**src/rtl/wb_cmd_master.sv**
```systemverilog
// Wishbone classic single-transfer initiator: one valid/ready command in, one bus
// transfer (with retry/backoff and timeout handling), one held response out.
module wb_cmd_master #(
   parameter int DATA_WIDTH     = 32,
   parameter int ADDR_WIDTH     = 32,
   parameter int SELECT_WIDTH   = DATA_WIDTH / 8,
   parameter int TIMEOUT_CYCLES = 255,
   parameter int MAX_RETRY      = 3
) (
   input  logic                    clk,
   input  logic                    rst,
   input  logic                    cmd_valid,
   output logic                    cmd_ready,
   input  logic                    cmd_we,
   input  logic [ADDR_WIDTH-1:0]   cmd_adr,
   input  logic [DATA_WIDTH-1:0]   cmd_dat,
   input  logic [SELECT_WIDTH-1:0] cmd_sel,
   output logic                    rsp_valid,
   input  logic                    rsp_ready,
   output logic [DATA_WIDTH-1:0]   rsp_dat,
   output logic [1:0]              rsp_status,
   output logic [ADDR_WIDTH-1:0]   wb_adr_o,
   output logic [DATA_WIDTH-1:0]   wb_dat_o,
   output logic [SELECT_WIDTH-1:0] wb_sel_o,
   output logic                    wb_we_o,
   output logic                    wb_cyc_o,
   output logic                    wb_stb_o,
   input  logic [DATA_WIDTH-1:0]   wb_dat_i,
   input  logic                    wb_ack_i,
   input  logic                    wb_err_i,
   input  logic                    wb_rty_i
);

   localparam int WAIT_W  = (TIMEOUT_CYCLES > 0) ? $clog2(TIMEOUT_CYCLES + 1) : 1;
   localparam int RETRY_W = (MAX_RETRY > 0) ? $clog2(MAX_RETRY + 1) : 1;
   localparam logic [WAIT_W-1:0]  WAIT_LAST   = WAIT_W'((TIMEOUT_CYCLES > 0) ? TIMEOUT_CYCLES - 1 : 0);
   localparam logic [WAIT_W-1:0]  WAIT_MAX    = '1;
   localparam logic [RETRY_W-1:0] RETRY_LIMIT = RETRY_W'(MAX_RETRY);

   localparam logic [1:0] STATUS_OK         = 2'b00;
   localparam logic [1:0] STATUS_ERR        = 2'b01;
   localparam logic [1:0] STATUS_TIMEOUT    = 2'b10;
   localparam logic [1:0] STATUS_RETRY_FAIL = 2'b11;

   typedef enum logic [1:0] {
      S_IDLE,
      S_BUS,
      S_BACKOFF,
      S_RESP
   } state_t;

   state_t                  state_reg, state_next;
   logic [WAIT_W-1:0]       wait_cnt_reg, wait_cnt_next;
   logic [RETRY_W-1:0]      retry_cnt_reg, retry_cnt_next;
   logic                    cyc_reg, cyc_next;
   logic                    we_reg, we_next;
   logic [ADDR_WIDTH-1:0]   adr_reg, adr_next;
   logic [DATA_WIDTH-1:0]   dat_reg, dat_next;
   logic [SELECT_WIDTH-1:0] sel_reg, sel_next;
   logic                    rsp_valid_reg, rsp_valid_next;
   logic [DATA_WIDTH-1:0]   rsp_dat_reg, rsp_dat_next;
   logic [1:0]              rsp_status_reg, rsp_status_next;
   logic                    timeout_hit;

   // A zero timeout parameter removes the timeout path entirely.
   assign timeout_hit = (TIMEOUT_CYCLES != 0) && (wait_cnt_reg == WAIT_LAST);

   always_ff @(posedge clk or negedge rst) begin
      if (!rst) begin
         state_reg      <= S_IDLE;
         wait_cnt_reg   <= '0;
         retry_cnt_reg  <= '0;
         cyc_reg        <= 1'b0;
         we_reg         <= 1'b0;
         adr_reg        <= '0;
         dat_reg        <= '0;
         sel_reg        <= '0;
         rsp_valid_reg  <= 1'b0;
         rsp_dat_reg    <= '0;
         rsp_status_reg <= STATUS_OK;
      end else begin
         state_reg      <= state_next;
         wait_cnt_reg   <= wait_cnt_next;
         retry_cnt_reg  <= retry_cnt_next;
         cyc_reg        <= cyc_next;
         we_reg         <= we_next;
         adr_reg        <= adr_next;
         dat_reg        <= dat_next;
         sel_reg        <= sel_next;
         rsp_valid_reg  <= rsp_valid_next;
         rsp_dat_reg    <= rsp_dat_next;
         rsp_status_reg <= rsp_status_next;
      end
   end

   always_comb begin
      state_next      = state_reg;
      wait_cnt_next   = wait_cnt_reg;
      retry_cnt_next  = retry_cnt_reg;
      cyc_next        = cyc_reg;
      we_next         = we_reg;
      adr_next        = adr_reg;
      dat_next        = dat_reg;
      sel_next        = sel_reg;
      rsp_valid_next  = rsp_valid_reg;
      rsp_dat_next    = rsp_dat_reg;
      rsp_status_next = rsp_status_reg;

      case (state_reg)
         S_IDLE: begin
            if (cmd_valid) begin
               we_next        = cmd_we;
               adr_next       = cmd_adr;
               dat_next       = cmd_dat;
               sel_next       = cmd_sel;
               cyc_next       = 1'b1;
               wait_cnt_next  = '0;
               retry_cnt_next = '0;
               state_next     = S_BUS;
            end
         end
         S_BUS: begin
            // Termination priority: ERR over ACK over RTY over timeout.
            if (wb_err_i) begin
               cyc_next        = 1'b0;
               rsp_dat_next    = '0;
               rsp_status_next = STATUS_ERR;
               rsp_valid_next  = 1'b1;
               state_next      = S_RESP;
            end else if (wb_ack_i) begin
               cyc_next        = 1'b0;
               rsp_dat_next    = we_reg ? '0 : wb_dat_i;
               rsp_status_next = STATUS_OK;
               rsp_valid_next  = 1'b1;
               state_next      = S_RESP;
            end else if (wb_rty_i) begin
               cyc_next = 1'b0;
               if (retry_cnt_reg < RETRY_LIMIT) begin
                  retry_cnt_next = retry_cnt_reg + RETRY_W'(1);
                  state_next     = S_BACKOFF;
               end else begin
                  rsp_dat_next    = '0;
                  rsp_status_next = STATUS_RETRY_FAIL;
                  rsp_valid_next  = 1'b1;
                  state_next      = S_RESP;
               end
            end else if (timeout_hit) begin
               cyc_next        = 1'b0;
               rsp_dat_next    = '0;
               rsp_status_next = STATUS_TIMEOUT;
               rsp_valid_next  = 1'b1;
               state_next      = S_RESP;
            end else if (wait_cnt_reg != WAIT_MAX) begin
               wait_cnt_next = wait_cnt_reg + WAIT_W'(1);
            end
         end
         S_BACKOFF: begin
            cyc_next      = 1'b1;
            wait_cnt_next = '0;
            state_next    = S_BUS;
         end
         S_RESP: begin
            if (rsp_ready) begin
               rsp_valid_next = 1'b0;
               retry_cnt_next = '0;
               wait_cnt_next  = '0;
               state_next     = S_IDLE;
            end
         end
         default: begin
            state_next = S_IDLE;
         end
      endcase
   end

   assign cmd_ready  = (state_reg == S_IDLE);
   assign wb_cyc_o   = cyc_reg;
   assign wb_stb_o   = cyc_reg;
   assign wb_we_o    = we_reg;
   assign wb_adr_o   = adr_reg;
   assign wb_dat_o   = dat_reg;
   assign wb_sel_o   = sel_reg;
   assign rsp_valid  = rsp_valid_reg;
   assign rsp_dat    = rsp_dat_reg;
   assign rsp_status = rsp_status_reg;

endmodule

```
**config.mk**
```make
export PLATFORM = sky130hd
export DESIGN_NAME = wb_cmd_master
export DESIGN_NICKNAME = d
export VERILOG_FILES = /design/src/rtl/wb_cmd_master.sv
export SDC_FILE = /design/constraint.sdc
export NUM_CORES = 1
export LEC_CHECK = 0
export CAP_MARGIN = 5
export CORE_MARGIN = 10
export CORE_UTILIZATION = 38
export DETAILED_ROUTE_END_ITERATION = 6
export GPL_ROUTABILITY_DRIVEN = 0
export PLACE_DENSITY = 0.77
export SETUP_SLACK_MARGIN = 0.4
export SYNTH_ARGS = -nofsm -noshare
export SYNTH_HDL_FRONTEND = slang
export SYNTH_SLANG_ARGS = --single-unit
```
**constraint.sdc**
```tcl
create_clock -name clk -period 1.55 [get_ports clk]
set_input_delay 0.2325 -clock clk [delete_from_list [all_inputs] [get_ports clk]]
set_output_delay 0.2325 -clock clk [all_outputs]
set_load 0.03 [all_outputs]
```
==> flow_summary.yaml <==
placement:
  port_buffers: 214
  dpl_cell_area_mm2: 0.00732
  dp.cells: 718
  dpl.hpwl_mm: 10.6
yosys:
  synth_seq_area_share_pct: 61.5
  ys_top_cells_by_area: "dfrtp_1 61%, mux2_1 14%, a22o_1 6.1%, mux2_4 3.2%, buf_6 1.7%"
  synth_flop_cell: "dfrtp_1"
  synth_top_area_cell: "dfrtp_1"
  syn_nets: 434
  synth_area_per_cell_um2: 14.7
  ys_ff_latch: 117
  synth_edf_count: 0
  synth_cell_types: 47
  synthCells: 323
  syn_area_mm2: 0.00476
  synthArstFlopShare_pct: 100
  yosysWarningCount: 0
  synth_top_area_share_pct: 61.5
layout:
  nets: 775
  fillers: 671
  multi_input_area_mm2: 0.00211
  ff_latch_area_mm2: 0.00293
  postLayoutCoreUtil_pct: 76.7
  layout.cells.non_filler: 845
  design_area_mm2: 0.00933
  areaGrowthSynthToFinish_pct: 95.9
  final_layout_size_suffix_gt1_share_pct: 54.1
  diodes: 0
pwr:
  power.total_w: 0.0214
  p_leak_nw: 4.36
  worst_ir_drop_vdd_mv: 1.06
  power_density_mw_per_mm2: 2300
sta:
  slew_headroom_pct: 78.2
  rsz0062_at_grt: "yes"
  fmax_mhz: 636
  setup_slack_ns: -0.0218
  worst_pin_slew_ns: 0.326
  fin_crit_ns: 1.57
  skew_ns: 0.00898
  setup_violations: 18
  finalHoldViolCount: 0
  drv_slew: 0
  min_period_over_period_pct: 101
clock_tree:
  cts_buffer_depth: 2
  htreeDepth: 4
  numCtsBuffers: 17
  clock_latency_ns: 0.41
  clkSlewWorstSetupHoldPaths_ns: 0.06
  clock-root-buffer: "clkbuf_16"
  cts_tree: "built"
  cts.sinks: 117
floorplanning:
  die_area_mm2: 0.0174
  dieWidth_um: 132
  die_h_um: 132
  pin_count: 215
  initial_core_util_pct: 39.2
  coreArea_mm2: 0.0122
  row_count: 40
global_routing:
  track_usage_pct: 18.8
  antenna_found_initial: 0
  grt_pass1_wl_mm: 25.9
  grt_pass1_vias: 4463
  overflow: 0
  grt_start_max_net_pins: 50
worst_setup_path:
  crit_family: "compound AO/OA/AOI/OAI gates"
  max_stage_delay_ns: 0.41
  crit_buf_inv: 2
  cp_cell_sequence: "inv_2 > ha_4 > nand3_4 > o21ai_4 > buf_12 > nand2_8 > a22o_1"
  crit_slowest_cell: "dfrtp_1"
  endpoint_kind: "flip-flop"
  worst-endpoint-required_ns: 1.84
  worstSetupStartpointType: "flip-flop"
  cp_data_arrival_time_ns: 1.86
  critPathKind: "reg2reg"
  cp_max_fo: 8
routing:
  post-route-drc-count: 0
  drtAntennaViolNets: 0
  drt-initial-drc-count: 258
  wl_mm: 18.4
  first_pass_iters: 4
  routedWlPerCell_um: 21.8
  vias: 4187
  vias_per_cell: 4.96
flow_run:
  maxCapViolCount: 0
min_path:
  hold_class: "in2async"
run_status:
  outcome: "complete, but fails checks"
  violations: "negative setup slack"
[synthesized netlist by cell type (3+ instances only)]
| cell type | instances |
|---|---|
| buf_6 | 7 |
| a21oi_1 | 7 |
| a22o_1 | 33 |
| inv_1 | 7 |
| o31ai_1 | 4 |
| o211ai_1 | 3 |
| o21ai_0 | 3 |
| mux2_4 | 10 |
| buf_2 | 9 |
| mux2_1 | 59 |
| nand3_1 | 3 |
| ha_1 | 3 |
| nor2_1 | 7 |
| nand2_1 | 10 |
| dfrtp_1 | 117 |
| nor3_1 | 3 |
[cells by family (layout without fill, tap and decap cells)]
family / after synthesis / count (layout) / synth area share (%)
fa+ha+maj: 3 / 3 / 0.788
mux: 71 / 71 / 17.5
flops: 117 / 117 / 61.5
compound gates: 71 / 71 / 12.0
buf+inv: 25 / 375 / 3.47
simple gates: 36 / 40 / 4.70
[placed cells by master, fill, tap and decap left out, types with 4 or more instances in the layout]
master / Yosys / routed
buf_6: 7 / 126
dfrtp_1: 117 / 114
buf_12: 0 / 10
a22o_1: 33 / 33
buf_8: 0 / 8
buf_4: 2 / 81
nand2_1: 10 / 9
a21oi_2: 0 / 4
nand2_8: 0 / 4
mux2_4: 10 / 69
clkinv_2: 0 / 8
clkdlybuf4s50_1: 0 / 103
nor2_1: 7 / 6
inv_1: 7 / 5
clkbuf_16: 0 / 20
[layout make-up]
cell class	instances	area share (%)
Clock inverter	11	0.912
Timing Repair Buffer	336	37.7
Multi-Input combinational cell	185	22.6
Clock buffer	21	4.83
Sequential cell	117	31.4
Tap cell	168	2.25
Inverter	7	0.282
[per-layer routing]
layer	share of wire, %	wire length [um]	global-route usage (%)
met5	0	0	0
met2	50	9210	30.8
met3	9.8	1810	8.84
met4	0.93	171	6.18
met1	39	7240	21.1
[through the flow]
step	TNS [ns]	hold WS [ns]	setup slack, ns
final	-0.186	0.273	-0.0218
after detailed placement	-21.32	0.149	-0.300
after CTS	0	0.269	0.0195
after global routing	-3.19	0.294	-0.0819
after global placement	-17.79	0.143	-0.268
after floorplan	-4.32	-0.0631	-0.0992
[where the power goes]
part | total [W] | switching, W | internal [W]
clock network | 0.00358 | 0.00136 | 0.00222
registers | 0.00558 | 0.00115 | 0.00443
logic | 0.0123 | 0.00564 | 0.00665
total | 0.0214 | 0.00815 | 0.0133
[repair_timing]
item | CTS | global route
gates resized for setup | 805 | 64
hold endpoints to repair | 20 | 0
setup buffers | 46 | 40
pin swaps | 15 | 15
hold buffers | 1 | 0
cloned | 5 | 3
endpoints found under the setup margin | 224 | 224
[worst paths after layout]
path	startpoint	end	slack, ns	cells past startpoint
min	rst	wb_adr_o[25]	0.27	2
min in group clk	wb_ack_i	rsp_status[0]	0.30	2
max reg2reg	wait_cnt_reg[0]	rsp_dat[5]	-0.02	7
min reg2reg	rsp_dat[15]	rsp_dat[15]	0.53	1
max in group asynchronous	rst	wb_we_o	0.68	3
max	wait_cnt_reg[0]	rsp_dat[5]	-0.02	7
No activity file was read; power rests on OpenSTA's default activity.
